File: src/rtl/vga_timing_pkg.sv
// Shared timing constants, coordinate type and window helper for the 640x480@60
// display timing generator.
package vga_timing_pkg;

    localparam int H_VISIBLE_DEF = 640;
    localparam int H_FP_DEF      = 16;
    localparam int H_SYNC_DEF    = 96;
    localparam int H_BP_DEF      = 48;

    localparam int V_VISIBLE_DEF = 480;
    localparam int V_FP_DEF      = 10;
    localparam int V_SYNC_DEF    = 2;
    localparam int V_BP_DEF      = 33;

    localparam int H_TOTAL_DEF = H_VISIBLE_DEF + H_FP_DEF + H_SYNC_DEF + H_BP_DEF;
    localparam int V_TOTAL_DEF = V_VISIBLE_DEF + V_FP_DEF + V_SYNC_DEF + V_BP_DEF;

    localparam int COORD_W   = 10;
    localparam int COORD_MAX = 1 << COORD_W;

    typedef logic [COORD_W-1:0] coord_t;

    localparam logic SYNC_ACTIVE_DEF = 1'b0;

    // Half-open window test done in int so an end bound of 1024 still works.
    function automatic logic in_window(input int c, input int lo, input int hi);
        return (c >= lo) && (c < hi);
    endfunction

endpackage

File: src/rtl/mod_counter.sv
// Modulo-N up-counter with enable; exposes the next value so callers can
// register decodes that line up with the count itself.
module mod_counter #(
    parameter int WIDTH   = 10,
    parameter int MODULUS = 800,
    parameter int RST_VAL = MODULUS - 1
) (
    input  logic             clk,
    input  logic             rst,
    input  logic             en,
    output logic [WIDTH-1:0] count,
    output logic [WIDTH-1:0] count_nxt,
    output logic             wrap
);

    localparam logic [WIDTH-1:0] LAST  = WIDTH'(MODULUS - 1);
    localparam logic [WIDTH-1:0] RSTV  = WIDTH'(RST_VAL);

    logic [WIDTH-1:0] count_q;
    logic [WIDTH-1:0] count_d;
    logic             wrap_d;

    always_comb begin
        wrap_d  = en && (count_q == LAST);
        count_d = count_q;
        if (wrap_d) begin
            count_d = '0;
        end else if (en) begin
            count_d = count_q + WIDTH'(1);
        end
    end

    always_ff @(posedge clk or posedge rst) begin
        if (rst) begin
            count_q <= RSTV;
        end else begin
            count_q <= count_d;
        end
    end

    assign count     = count_q;
    assign count_nxt = count_d;
    assign wrap      = wrap_d;

endmodule

File: src/rtl/vga_sync.sv
// Display timing generator: two cascaded modulo counters plus registered
// sync/blank decode and line/frame start pulses, all advanced by pix_en.
module vga_sync
    import vga_timing_pkg::*;
#(
    parameter int   H_VISIBLE   = H_VISIBLE_DEF,
    parameter int   H_FP        = H_FP_DEF,
    parameter int   H_SYNC      = H_SYNC_DEF,
    parameter int   H_BP        = H_BP_DEF,
    parameter int   V_VISIBLE   = V_VISIBLE_DEF,
    parameter int   V_FP        = V_FP_DEF,
    parameter int   V_SYNC      = V_SYNC_DEF,
    parameter int   V_BP        = V_BP_DEF,
    parameter logic SYNC_ACTIVE = SYNC_ACTIVE_DEF
) (
    input  logic               clk,
    input  logic               rst,
    input  logic               pix_en,
    output logic               hsync,
    output logic               vsync,
    output logic               video_on,
    output logic [COORD_W-1:0] pixel_x,
    output logic [COORD_W-1:0] pixel_y,
    output logic               line_start,
    output logic               frame_start
);

    localparam int H_TOTAL = H_VISIBLE + H_FP + H_SYNC + H_BP;
    localparam int V_TOTAL = V_VISIBLE + V_FP + V_SYNC + V_BP;

    localparam int HS_LO = H_VISIBLE + H_FP;
    localparam int HS_HI = H_VISIBLE + H_FP + H_SYNC;
    localparam int VS_LO = V_VISIBLE + V_FP;
    localparam int VS_HI = V_VISIBLE + V_FP + V_SYNC;

    if (H_TOTAL > COORD_MAX || V_TOTAL > COORD_MAX) begin : g_bad_timing
        $error("vga_sync: H_TOTAL and V_TOTAL must not exceed 1024");
    end

    coord_t h_cnt, h_nxt, v_cnt, v_nxt;
    logic   h_wrap, v_wrap;

    mod_counter #(
        .WIDTH   (COORD_W),
        .MODULUS (H_TOTAL),
        .RST_VAL (H_TOTAL - 1)
    ) u_h_cnt (
        .clk       (clk),
        .rst       (rst),
        .en        (pix_en),
        .count     (h_cnt),
        .count_nxt (h_nxt),
        .wrap      (h_wrap)
    );

    mod_counter #(
        .WIDTH   (COORD_W),
        .MODULUS (V_TOTAL),
        .RST_VAL (V_TOTAL - 1)
    ) u_v_cnt (
        .clk       (clk),
        .rst       (rst),
        .en        (h_wrap),
        .count     (v_cnt),
        .count_nxt (v_nxt),
        .wrap      (v_wrap)
    );

    logic hsync_q, hsync_d;
    logic vsync_q, vsync_d;
    logic video_on_q, video_on_d;
    logic line_start_q, frame_start_q;

    // Decode the counters' next values so sync, blank and coordinates change together.
    always_comb begin
        hsync_d    = in_window(int'(h_nxt), HS_LO, HS_HI) ? SYNC_ACTIVE : ~SYNC_ACTIVE;
        vsync_d    = in_window(int'(v_nxt), VS_LO, VS_HI) ? SYNC_ACTIVE : ~SYNC_ACTIVE;
        video_on_d = (int'(h_nxt) < H_VISIBLE) && (int'(v_nxt) < V_VISIBLE);
    end

    always_ff @(posedge clk or posedge rst) begin
        if (rst) begin
            hsync_q       <= ~SYNC_ACTIVE;
            vsync_q       <= ~SYNC_ACTIVE;
            video_on_q    <= 1'b0;
            line_start_q  <= 1'b0;
            frame_start_q <= 1'b0;
        end else begin
            hsync_q       <= hsync_d;
            vsync_q       <= vsync_d;
            video_on_q    <= video_on_d;
            line_start_q  <= h_wrap;
            frame_start_q <= v_wrap;
        end
    end

    assign hsync       = hsync_q;
    assign vsync       = vsync_q;
    assign video_on    = video_on_q;
    assign pixel_x     = h_cnt;
    assign pixel_y     = v_cnt;
    assign line_start  = line_start_q;
    assign frame_start = frame_start_q;

endmodule

File: config.mk
export PLATFORM = sky130hd
export DESIGN_NAME = vga_sync
export DESIGN_NICKNAME = d
export VERILOG_FILES = /design/src/rtl/vga_timing_pkg.sv /design/src/rtl/mod_counter.sv /design/src/rtl/vga_sync.sv
export SDC_FILE = /design/constraint.sdc
export NUM_CORES = 1
export LEC_CHECK = 0
export ABC_CLOCK_PERIOD_IN_PS = 3800
export BUFFER_PORTS_ARGS = -buffer_cell sky130_fd_sc_hd__buf_2
export CORE_ASPECT_RATIO = 2
export CORE_UTILIZATION = 45
export DETAILED_ROUTE_END_ITERATION = 16
export GPL_TIMING_DRIVEN = 0
export PLACE_DENSITY = 0.78
export SYNTH_ARGS = -nofsm -noshare
export SYNTH_HDL_FRONTEND = slang
export SYNTH_HIERARCHICAL = 1
export SYNTH_SLANG_ARGS = --single-unit
File: constraint.sdc
create_clock -name clk -period 3.8 [get_ports clk]
set_clock_uncertainty 0.05 [all_clocks]
set_input_delay 0.19 -clock clk [delete_from_list [all_inputs] [get_ports clk]]
set_output_delay 0.19 -clock clk [all_outputs]
set_load 0.02 [all_outputs]
After elaboration in Yosys (flattened, before gate mapping)

Index checks and enable logic that the tools add are counted.

Multiplexer cells: 6
Shift operators: 0
$mul: 0
Add/subtract/negate cells: 2
Bitwise operators: 0
Divide/modulo/power cells: 0
Reduce and logical (&&, ||, !) cells: 5
Equality and inequality tests: 2
Magnitude comparators: 6

Operators by type and width:

| cell                    | number |
|---|---|
| $mux W10                | 4 |
| $add A10 B1 Y10 const B | 2 |
| $eq A10 B10 Y1 const B  | 2 |
| $lt A10 B10 Y1 const B  | 2 |
| $lt A10 B9 Y1 const B   | 2 |
| $ge A10 B10 Y1 const B  | 1 |
| $ge A10 B9 Y1 const B   | 1 |
| $logic_and A1 B1 Y1     | 5 |
| $mux W1                 | 2 |

Register bits after elaboration: 25
Bits in writable memories: 0
Input port bits: 3
Memories kept: 0
Bits in latches: 0
Bits in read-only memories: 0
Word-level logic and storage cells: 28

Logic depth before layout (Yosys ltp)

Word-level depth: 7
Mapped depth: 9
Gate-level depth less buffers: 8

Cells and area by module

The synthesis kept the hierarchy.

Modules (own cells, without submodules):

| module                 | area an instance (um2) | cells an instance | times used | sequential area each (um2) |
|---|---|---|---|---|
| mod_counter at u_v_cnt | 536.8                  | 50                | 1          | 254.0 |
| mod_counter at u_h_cnt | 506.7                  | 50                | 1          | 259.0 |
| vga_sync               | 191.4                  | 15                | 1          | 127.6 |

Worst setup path after synthesis

No wires, ideal clock.

Path kind: register -> register
Start: register u_h_cnt.count_q[4] (netlist: u_h_cnt/count[4])
End: register video_on_q (netlist: video_on)
Required time: 3.626 ns
Slack: 1.070 ns
Stages on the path, launching flop included: 8
Clock period less this slack: 2.730 ns
Path buffers: 1
Arrival: 2.556 ns
Cell sequence: dfstp_2 -> or4b_4 -> nor3_1 -> buf_4 -> nand4_4 -> or4_4 -> a21oi_2 -> nor3_1

Cells in the longest elaborated chain, start to end: 6
Elaborated cells on any way between the ends: 11
Classes of those cells: 1 x add/sub; 2 x order compare; 1 x eq/ne; 4 x mux; 3 x reduce/logical

Ends and longest elaborated chain:

| what                                            | RTL line                             | source |
|---|---|---|
| from (decl)                                     | mod_counter.sv:19                    | `logic [WIDTH-1:0] count_q;` |
| from (signal assigned)                          | mod_counter.sv:37                    | `count_q <= count_d;` |
| $eq A10 B10 Y1 (*)                              | mod_counter.sv:24                    | `wrap_d = en && (count_q == LAST);` |
| $logic_and A1 B1 Y1 (*)                         | mod_counter.sv:24                    |  |
| via h_wrap                                      | vga_sync.sv:41                       | `logic h_wrap, v_wrap;` |
| $mux W10 or $logic_and A1 B1 Y1 (tied branches) | mod_counter.sv:28, mod_counter.sv:24 |  |
| $mux W10 (*)                                    | mod_counter.sv:26                    | `if (wrap_d) begin` |
| via v_nxt[9]                                    | vga_sync.sv:40                       | `coord_t h_cnt, h_nxt, v_cnt, v_nxt;` |
| $lt A10 B9 Y1 (*)                               | vga_sync.sv:78                       | `video_on_d = (int'(h_nxt) < H_VISIBLE) && (int'(v_nxt) < V_VISIBLE);` |
| $logic_and A1 B1 Y1 (*)                         | vga_sync.sv:78                       |  |
| via video_on_d                                  | vga_sync.sv:71                       | `logic video_on_q, video_on_d;` |
| to (signal assigned)                            | vga_sync.sv:91                       | `video_on_q <= video_on_d;` |
| to (decl)                                       | vga_sync.sv:71                       |  |

The timed path passes the listed nets; every way through them passes the cells marked *.

Final worst setup path

Start: register u_h_cnt.count_q[0] (netlist: u_h_cnt/count[0])
End: register vsync_q (netlist: vsync)

Cells in the longest elaborated chain, start to end: 7
Elaborated cells on any way between the ends: 9
Classes of those cells: 2 x order compare; 1 x eq/ne; 3 x mux; 3 x reduce/logical

Ends and longest elaborated chain:

| what                                            | RTL line                             | source |
|---|---|---|
| $eq A10 B10 Y1 (*)                              | mod_counter.sv:24                    |  |
| $logic_and A1 B1 Y1 (*)                         | mod_counter.sv:24                    |  |
| via h_wrap                                      | vga_sync.sv:41                       |  |
| $mux W10 or $logic_and A1 B1 Y1 (tied branches) | mod_counter.sv:28, mod_counter.sv:24 |  |
| $mux W10 (*)                                    | mod_counter.sv:26                    |  |
| via v_nxt[8]                                    | vga_sync.sv:40                       |  |
| $ge A10 B9 Y1 or $lt A10 B9 Y1 (tied branches)  | vga_timing_pkg.sv:27                 | `return (c >= lo) && (c < hi);` |
| $logic_and A1 B1 Y1 (*)                         | vga_timing_pkg.sv:27                 |  |
| $mux W1 (*)                                     | vga_sync.sv:77                       | `vsync_d = in_window(int'(v_nxt), VS_LO, VS_HI) ? SYNC_ACTIVE : ~SYNC_ACTIVE;` |
| via vsync_d                                     | vga_sync.sv:70                       | `logic vsync_q, vsync_d;` |
| to (signal assigned)                            | vga_sync.sv:84                       | `vsync_q <= ~SYNC_ACTIVE;` |
| to (signal assigned)                            | vga_sync.sv:90                       | `vsync_q <= vsync_d;` |
| to (decl)                                       | vga_sync.sv:70                       |  |

Marked as above.

==> out/results.ini <==
[route]
drt_iter0_markers=31
vias_per_cell=5.66
ant_nets=0
wl_per_cell_um=14.6
totalWireLength_um=2550
drc=0
vias=985
dr.pass1.iters=4

[placement]
dpl_cell_area_mm2=0.00140
gp_congestion=0.743
port_buffers=26
dpl.hpwl_um=2000

[cells_and_area]
area_growth_pct=17.8
antenna_cells=0
final_nets=153
nFillCells=221
drive_gt1_share_pct=33.6
stdcell_area_mm2=0.00146

[sta]
layout_min_cycle_time_ps=3180
slew_viol_final=0
finalHoldViolCount=0
rsz0062_at_grt=false
slew_headroom_pct=52.2
worstMarginPinSlew_ps=712
max_freq_mhz=314
period_share_pct=83.7
fin_setup_tns_ps=0
setup_violations=0
fin_hold_ws_ps=181

[outcome]
status=finished clean

[pwr]
power_switching_mw=0.266
ir_drop_uv=314
p_int_mw=0.488
p_total_mw=0.754
leakagePower_nw=0.701
p_per_area_mw_per_mm2=518
clkPwrFrac_pct=19.5
pwr-share-seq_pct=50.8
pwr-share-comb_pct=29.7
p_sw_share_pct=35.3

[min_path]
whs_path_depth=3
holdCritPathClass=in2reg

[global_routing]
grt_pass1_vias=896
grt_pass1_wl_um=3720
grt_util_all_layers_pct=17.5
grt_max_degree=14
grt_use_met3_pct=1.75
grt_use_met1_pct=17.3
grt_most_used_layer=met2
antenna_found_initial=0
grt-ovfl-total=0
use_met2_pct=32.8

[worst_setup_path]
worstSetupStartpointType=register
worstSetupPathType=reg2reg
cpPeakStageDelay_ps=680
critical_path_buf_inv_count=1
cp_max_fo=6
critical-path-top-delay-family=simple AND/OR/NAND/NOR gates
slowest_stage=nor3_1
cp.arrival_ps=3300
cp.depth=9
worstPathCellList=ha_1 > nand4_1 > nor3_1 > buf_4 > nand4_1 > nor3_1 > xor2_1 > and4_1 > nand4b_1
required_ps=3920
worstSetupEndpointType=register
worst_r2r_path_depth=9
r2r_slack_ps=620

[logic_synthesis]
synth-seq-cells=25
syn_avg_cell_area_um2=10.7
async_flop_share_pct=100
seq_area_frac_synth_pct=51.9
synth_area_mm2=0.00123
synthCells=115
synth_cell_types=34
ys_warn_count=6
synth_edf_count=0
synthFlopType=dfrtp_1
syn-num-nets=121

[floorplan]
io_pins=28
num_rows=26
initial_core_util_pct=48.1
die_y_um=76.1
die_area_mm2=0.00297
core_area_mm2=0.00257
fp.dieW_um=39.0

[cts]
post_cts_buffers=0
root_buffer=clkbuf_8
cts-buffers-inserted=3
cts_tree=done
insertion_delay_ps=260
clockBufferDepth=2
cts-htree-levels=1
path_clk_slew_ps=70
cts.sinks=25

[job]
maxCapViolations=0

stage by stage:
step	setup slack [ps]	util, %	cells
CTS	607	56.6	174
global placement	687	54.5	169
detailed placement	636	54.5	169
global route	474	56.6	174
finish	620	56.6	174
floorplan	1070	-	115
Yosys cell counts (all sizes together) (2+ instances only):
library cell	count	share of area, %
or3	3	1.6
nand3	4	1.6
nor3	7	3.7
nor2	11	3.3
or4	3	2.1
nand4	6	4.3
mux2i	2	1.6
a21oi	3	1.5
nand2	13	4.0
inv	7	2.1
dfrtp	13	26
xor2	8	5.7
xnor2	5	3.5
ha	3	3.0
o31ai	2	1.2
dfstp	12	26
worst min-delay path, cell delays in order:
cell      delay, ps
clkbuf_2        140
nand2_1          90
xnor2_1          70
worst paths after layout:
path	start	endpoint
max	u_h_cnt/count[0]	vsync
min	pix_en	u_h_cnt/count[2]
max reg2reg	u_h_cnt/count[0]	vsync
min reg2reg	u_h_cnt/count[2]	u_h_cnt/count[2]
max in group asynchronous	rst	u_v_cnt/count[2]
min in group asynchronous	rst	frame_start
cell type report:
type | count | area (um^2) | area share [%]
Clock buffer | 4 | 45.0 | 3.10
Inverter | 7 | 26.3 | 1.81
Buffer | 2 | 12.5 | 0.860
Tap cell | 28 | 35.0 | 2.41
Sequential cell | 25 | 641 | 44.0
Timing Repair Buffer | 27 | 140 | 9.63
Multi-Input combinational cell | 81 | 556 | 38.2
per-layer routing:
layer	share of wire, %	up-vias	wire length [um]
met5	0	-	0
met4	1.6	0	41
met3	4.2	4	106
met2	57	36	1440
met1	38	482	958
li1	-	463	-
power groups by stage:
stage          sequential (mW)  clock, mW  combinational, mW
6_report                 0.383      0.147              0.224
3_5_place_dp             0.388          0              0.220
4_1_cts                  0.383      0.152              0.223
3_3_place_gp             0.381          0              0.215
2_1_floorplan            0.425          0              0.111
5_1_grt                  0.390      0.165              0.243
cells by family (layout without fill, tap and decap cells):
family,count (synthesis),in the layout,synth area share [%]
AND/OR/NAND/NOR,53,53,25.2
flip-flops,25,25,51.9
XOR/XNOR,13,13,9.22
AO/OA/AOI/OAI,10,10,5.88
buffers and inverters,9,40,3.14
adder cells (fa/ha/maj),3,3,3.04
multiplexers,2,2,1.62
layout by cell type, fill, tap and decap left out, types with 2 or more instances in the layout:
| master | instances |
|---|---|
| nand2_1 | 13 |
| buf_2 | 26 |
| nor2_1 | 11 |
| xor2_1 | 8 |
| or4_1 | 2 |
| xnor2_1 | 5 |
| o31ai_1 | 2 |
| clkbuf_8 | 3 |
| nand3_1 | 4 |
| ha_1 | 3 |
| nand4_1 | 5 |
| nor3_1 | 6 |
| a21oi_1 | 2 |
| or3_1 | 2 |
| dfstp_2 | 12 |
| mux2i_1 | 2 |
| dfrtp_1 | 13 |
| inv_1 | 7 |
sequential cells by signal, indices dropped and copies added (netlist names):
signal	cells
u_h_cnt/count	10
hsync	1
vsync	1
video_on	1
frame_start	1
line_start	1
u_v_cnt/count	10
timing repair:
action,CTS,global route
resized for setup,0,0
hold endpoints to repair,15,0
hold buffers,1,0
endpoints found under the setup margin,0,0
Note: power is estimated with default switching activity, not from simulation.
